<file path="src/rtl/sr_drive_pkg.sv">
// Shared types and constants for the set/reset latch driver.
// The CHECK state exists only when SR_DRIVE_READBACK_EN is defined.
package sr_drive_pkg;

  localparam int CNT_W       = 8;
  localparam int PULSE_W_DEF = 4;
  localparam int GAP_W_DEF   = 2;

`ifdef SR_DRIVE_READBACK_EN
  typedef enum logic [1:0] {
    IDLE  = 2'd0,
    PULSE = 2'd1,
    GAP   = 2'd2,
    CHECK = 2'd3
  } state_e;
`else
  typedef enum logic [1:0] {
    IDLE  = 2'd0,
    PULSE = 2'd1,
    GAP   = 2'd2
  } state_e;
`endif

endpackage

</file>
<file path="src/rtl/sr_pulse_timer.sv">
// Loadable down-counter shared by the pulse and dead-time phases.
// done is high while the count sits at zero; the counter holds there.
module sr_pulse_timer
  import sr_drive_pkg::*;
(
  input  logic             clk,
  input  logic             rst,
  input  logic             load,
  input  logic [CNT_W-1:0] load_val,
  output logic             done
);

  logic [CNT_W-1:0] count;

  always_ff @(posedge clk or posedge rst) begin
    if (rst) begin
      count <= '0;
    end else if (load) begin
      count <= load_val;
    end else if (count != '0) begin
      count <= count - 1'b1;
    end
  end

  assign done = (count == '0);

endmodule

</file>
<file path="src/rtl/sr_drive_ctrl.sv">
// Pulse sequencer for an external SR latch: one S or R pulse per command, then dead time.
// Define SR_DRIVE_READBACK_EN to add a Q/Q-bar readback check with a sticky err flag.
//
// state | meaning
// IDLE  | cmd_ready high, waiting for cmd_valid
// PULSE | s or r held high for PULSE_W cycles
// GAP   | s and r low for GAP_W cycles (skipped when GAP_W is 0)
// CHECK | one cycle comparing latch readback to the command (readback builds only)
module sr_drive_ctrl
  import sr_drive_pkg::*;
#(
  parameter int PULSE_W = PULSE_W_DEF,
  parameter int GAP_W   = GAP_W_DEF
) (
  input  logic clk,
  input  logic rst,
  input  logic cmd_valid,
  input  logic cmd_set,
  output logic cmd_ready,
  output logic s,
  output logic r,
  output logic busy,
  input  logic q_in,
  input  logic qbar_in,
  input  logic err_clr,
  output logic err
);

  localparam logic [CNT_W-1:0] PULSE_LD = CNT_W'(PULSE_W - 1);
  localparam logic [CNT_W-1:0] GAP_LD   = CNT_W'(GAP_W - 1);

`ifdef SR_DRIVE_READBACK_EN
  localparam state_e POST_STATE = CHECK;
`else
  localparam state_e POST_STATE = IDLE;
`endif

  state_e           state;
  logic             cmd_q;
  logic             accept;
  logic             load;
  logic             done;
  logic [CNT_W-1:0] load_val;

  assign accept    = (state == IDLE) && cmd_valid;
  assign load      = accept || ((state == PULSE) && done && (GAP_W != 0));
  assign load_val  = accept ? PULSE_LD : GAP_LD;
  assign cmd_ready = (state == IDLE);
  assign busy      = ~cmd_ready;

  sr_pulse_timer u_timer (
    .clk      (clk),
    .rst      (rst),
    .load     (load),
    .load_val (load_val),
    .done     (done)
  );

  // s and r are only ever loaded as a complementary pair or both cleared.
  always_ff @(posedge clk or posedge rst) begin
    if (rst) begin
      state <= IDLE;
      s     <= 1'b0;
      r     <= 1'b0;
      cmd_q <= 1'b0;
    end else begin
      case (state)
        IDLE: begin
          if (cmd_valid) begin
            state <= PULSE;
            cmd_q <= cmd_set;
            s     <= cmd_set;
            r     <= ~cmd_set;
          end
        end
        PULSE: begin
          if (done) begin
            s     <= 1'b0;
            r     <= 1'b0;
            state <= (GAP_W != 0) ? GAP : POST_STATE;
          end
        end
        GAP: begin
          if (done) state <= POST_STATE;
        end
`ifdef SR_DRIVE_READBACK_EN
        CHECK: state <= IDLE;
`endif
        default: state <= IDLE;
      endcase
    end
  end

`ifdef SR_DRIVE_READBACK_EN
  logic err_q;

  // Good readback is the only path that avoids setting err, so an unknown
  // comparison lands in the set branch; a set beats a same-cycle clear.
  always_ff @(posedge clk or posedge rst) begin
    if (rst) begin
      err_q <= 1'b0;
    end else if (state == CHECK) begin
      if ((q_in == cmd_q) && (qbar_in != cmd_q)) err_q <= err_q & ~err_clr;
      else                                       err_q <= 1'b1;
    end else if (err_clr) begin
      err_q <= 1'b0;
    end
  end

  assign err = err_q;
`else
  logic unused_rb;
  assign unused_rb = ^{q_in, qbar_in, err_clr, cmd_q};
  assign err       = 1'b0;
`endif

endmodule

</file>
<file path="config.mk">
export PLATFORM = sky130hd
export DESIGN_NAME = sr_drive_ctrl
export DESIGN_NICKNAME = d
export VERILOG_FILES = /design/src/rtl/sr_drive_pkg.sv /design/src/rtl/sr_pulse_timer.sv /design/src/rtl/sr_drive_ctrl.sv
export SDC_FILE = /design/constraint.sdc
export NUM_CORES = 1
export LEC_CHECK = 0
export BUFFER_PORTS_ARGS = -buffer_cell sky130_fd_sc_hd__buf_2
export CORE_MARGIN = 3
export CORE_UTILIZATION = 55
export DETAILED_ROUTE_END_ITERATION = 10
export GPL_TIMING_DRIVEN = 1
export PLACE_DENSITY_LB_ADDON = 0.15
export SLEW_MARGIN = 20
export SYNTH_ARGS = -nofsm -noshare
export SYNTH_HDL_FRONTEND = slang
export SYNTH_SLANG_ARGS = --single-unit
</file>
<file path="constraint.sdc">
create_clock -name clk -period 4.7 [get_ports clk]
set_input_delay 0.47 -clock clk [delete_from_list [all_inputs] [get_ports clk]]
set_output_delay 0.47 -clock clk [all_outputs]
set_load 0.01 [all_outputs]
</file>
---- Word-level counts from Yosys, hierarchy flattened ----
Index checks and enable logic that the tools add are counted.
W data, S select, Z words.
storage, ports and cells
  memory bits (writable) .................. 0
  output and inout port bits .............. 5
  latch bits .............................. 0
  memories kept ........................... 0
  input bits .............................. 7
  ROM bits ................................ 0
  word-level logic and storage cells ...... 34
  flip-flop bits (word level) ............. 12
cells by class
  bitwise operators ....................... 2
  add/subtract/negate cells ............... 1
  multiplexer cells ....................... 12
  order comparisons ....................... 0
  divide/modulo/power cells ............... 0
  multiply operators ...................... 0
  shift operators ......................... 0
  equal/unequal tests ..................... 5
  reduce and logical (&&, ||, !) cells .... 10
operator list
  kind                   number
  $mux W8                2
  $logic_not A8 Y1       1
  $mux W2                4
  $reduce_bool A8 Y1     1
  $sub A8 B1 Y8 const B  1
  $ne A2 B2 Y1 const B   3
  $pmux W2 S3            1
  $reduce_and A3 Y1      2
  $pmux W1 S2            2
  $reduce_bool A2 Y1     2
  $mux W1                3
  $eq A2 B1 Y1 const B   1
  $eq A2 B2 Y1 const B   1
  $logic_and A1 B1 Y1    2
  $logic_not A2 Y1       1
  $not A1 Y1             2
  $logic_or A1 B1 Y1     1

---- Depth between registers and ports, before layout ----
  depth in word-level cells ............... 4
  gate-level depth with buffers ........... 5
  depth with buffers taken out ............ 5

---- Modules after synthesis ----
A second synthesis with hierarchy kept.
unflattened totals
  cell total of the unflattened synthesis .. 86
  area total of the unflattened synthesis .. 745.7 µm²
by module, submodules not included
  module          times used  area an instance (µm²)  cells an instance  sequential area each (µm²)
  sr_pulse_timer  1           496.7                   56                 200.2
  sr_drive_ctrl   1           249.0                   30                 100.1

---- Worst setup path before layout ----
OpenSTA, ideal clock, no wires.
  kind .................................... reg-to-reg
  from .................................... register u_timer.count[0]
  to ...................................... register u_timer.count[6]
  buffers on the path ..................... 0
  data required time ...................... 4.613 ns
  period minus slack after synthesis ...... 1.704 ns
  path slack .............................. 2.996 ns
  stages on the path, launching flop included .. 6
  arrival ................................. 1.617 ns
  setup time .............................. 0.087 ns
  path through ............................ dfrtp_1 -> inv_1 -> ha_1 -> or3b_2 -> or4_1 -> a22oi_1
between the ends
  cells in the longest elaborated chain, start to end .. 4
  elaborated cells between the ends (all ways) .. 8
  those cells by class .................... 1 x add/sub; 2 x mux; 5 x reduce/logical
ends and longest elaborated chain
  element                                                line                  text
  start, declared                                        sr_pulse_timer.sv:13  logic [CNT_W-1:0] count;
  start signal, assigned                                 sr_pulse_timer.sv:19  count <= load_val;
  start signal, assigned                                 sr_pulse_timer.sv:21  count <= count - 1'b1;
  branches (longest 4 deep; another with $sub A8 B1 Y8)  -
Several ways; the timed one is not identified. The select of a mux whose other input is x is not followed.
A chain may end at the register's enable or synchronous reset.

---- Worst setup path in the final report ----
  from .................................... register u_timer.count[0]
  to ...................................... register s
between the ends
  cells in the longest elaborated chain, start to end .. 3
ends and longest elaborated chain
  element                      line                  text
  $logic_not A8 Y1             sr_pulse_timer.sv:25  assign done = (count == '0);
  $ne A2 B2 Y1 (no line)       -
  $reduce_and A3 Y1 (no line)  -
  end signal, assigned         sr_drive_ctrl.sv:72   s <= cmd_set;
  end, declared                sr_drive_ctrl.sv:20   output logic s,
No other way between the ends.

==> run_results.csv <==
group,metric,value,unit
detailed_routing,wl,1.595,mm
timing,max_freq,509.8,MHz
global_route,top_usage_layer,"met2",
global_route,track_usage,0.1921,
global_route,use_met1,0.2296,
cts,cts_root_buffer,"clkbuf_4",
detailed_routing,drt_iter0_drc,12,
synthesis,ys_async_sr_fraction,1.000,
power,powerDensity,682.0,nW/um^2
timing,worstMarginPinSlew,0.6590,ns
critical_path,path_class,"reg -> reg",
synthesis,synth_cells,79,
timing,fin_crit,1.962,ns
place,port_buffers,7,
layout,nFillCells,96,
outcome,status,"finished, final reports clean",
critical_path,crit_path_max_fanout,4,
cts,clock_sinks,12,
synthesis,yosysSeqAreaShare,0.4040,
timing,rsz0062_at_grt,"no",
global_route,grt-ovfl-total,0,
synthesis,synthesis.nets,88,
global_route,met3_usage,0.05085,
die,start_util,0.6266,
power,p_leak,0.3637,nW
detailed_routing,drtPass1Iterations,4,
synthesis,synth_edf_count,0,
detailed_routing,wl_per_cell,15.95,um
detailed_routing,ant_nets,0,
timing,fin_skew,0.0007787,ns
layout,final_core_util,0.6772,
layout,final_cells,100,
layout,area_growth_syn_to_layout,8.081,%
timing,layout_setup_ws,2.738,ns
global_route,antenna_found_initial,0,
cts,cts_buffer_depth,2,
layout,drive_above_1_share,0.2326,
cts,clock_latency,0.27,ns
die,core,1186,um^2
layout,multi_input_area,401.6,um^2
critical_path,arrival,2.10,ns
synthesis,yosys_most_used_dff,"dfrtp_1",
cts,ctsResizeCount,0,
cts,htree_levels,1,
cts,cts_tree,"built",
power,total_power,547.8,uW
die,die_area,1828,um^2
place,dp_cells,97,
die,fp.dieH,42.76,um
layout,n_antenna_cell,0,
cts,post_cts_buffers,0,
critical_path,crit_path_top_delay_cell,"or4b_2",
timing,finalCritPeriodShare,0.4174,
run,maxCapViolations,0,
timing,relSlewSlack,0.5595,
place,gp_congestion,0.7929,
power,ir_worst_vdd,0.3734,mV
die,row_count,12,
global_route,use_met2,0.3204,
place,dpl_cell_area,780.7,um^2
timing,setup_tns,0,ns
critical_path,worstPathRequired,4.83,ns
detailed_routing,drc,0,
detailed_routing,viasPerCell,6.300,
global_route,grt_pass1_wl,2.532,mm
detailed_routing,vias,630,
cts,cts_hold_buf,0,
hold_path,hold_path.class,"in -> async",
cts,cts_buffers,3,
global_route,grt_pass1_vias,573,
place,dp_slack,2.748,ns
critical_path,cp_cell_sequence,"inv_1, ha_1, or4b_2, nor2_1, o221ai_1",
synthesis,avgSynthCellArea,9.408,um^2
critical_path,critPathMaxStageDelay,0.65,ns
synthesis,ys_types,36,
cts,clk_pin_slew,0.07,ns
layout,postLayoutCellArea,803.3,um^2
critical_path,cp-end-kind,"flip-flop",
timing,slew_viol_final,0,
synthesis,netlist_area,743.2,um^2
die,ios,12,
die,fp.dieW,42.76,um
layout,final_net_count,97,
timing,finalSetupViolCount,0,
layout,seq_area,300.3,um^2
synthesis,ys_seq_elements,12,
timing,whs,0.1996,ns
global_route,grt_max_degree,14,
critical_path,start_kind,"flip-flop",
synthesis,yosysWarnings,0,
timing,hold_viol,0,
[critical path: cells and delay by family (launching register included)]
family                     cells  cell delay (ns)
AOI/OAI and AO/OA              1             0.15
adders and majority gates      1             0.21
buffers and inverters          1             0.12
DFF                            1             0.42
and+or+nand+nor                2             0.94
[cell usage after synthesis, types with 4 or more instances]
library cell | instances | share of area
dfrtp_1 | 12 | 0.40
inv_1 | 7 | 0.035
nor2b_1 | 6 | 0.051
nand2_1 | 5 | 0.025
a21oi_1 | 4 | 0.027
a22oi_1 | 4 | 0.040
o21ai_0 | 4 | 0.027
[flip-flops by register name (all words and copies together) (netlist names)]
| signal | count |
|---|---|
| state | 2 |
| u_timer.count | 8 |
| s | 1 |
| r | 1 |
[layer usage]
metal,part of all wire,wire (um)
met5,0,0
met4,0.019,31
met3,0.058,93
met2,0.46,735
met1,0.46,734
[layout make-up]
class                      count  share of cell area
multi-input combinational     57              0.5000
sequential                    12              0.3738
timing repair buffer           7             0.04361
inverter                       7             0.03271
clock buffer                   3             0.02804
tap                           14             0.02181
[layout by cell type, fill, tap and decap left out, types with 3 or more instances in the layout]
cell type and count:
nand2_1 5, buf_2 7, o21ai_0 4, clkbuf_4 3, nor2b_1 6, dfrtp_1 12
a21oi_1 4, a22oi_1 4, inv_1 7
[cells by family after synthesis]
logic type                 after synthesis  synth area share
AOI/OAI and AO/OA                       27            0.2643
adders and majority gates                2           0.03366
buffers and inverters                   10           0.05557
DFF                                     12            0.4040
other                                    1          0.005046
and+or+nand+nor                         27            0.2374
[where the power goes]
| group | switching [mW] | internal (mW) |
|---|---|---|
| logic | 0.143 | 0.124 |
| registers | 0.0689 | 0.150 |
| clock network | 0.0322 | 0.0296 |
[final timing paths]
kind	startpoint	end	slack, ns	cells after the start
hold / removal	rst	u_timer.count[5]	0.20	2
setup reg to reg	u_timer.count[0]	s	2.74	5
min in group clk	cmd_valid	state[0]	0.49	3
setup / recovery	u_timer.count[0]	s	2.74	5
hold reg to reg	s	s	0.53	2
max in group asynchronous	rst	u_timer.count[3]	4.19	2
(Power assumes the default switching activity.)
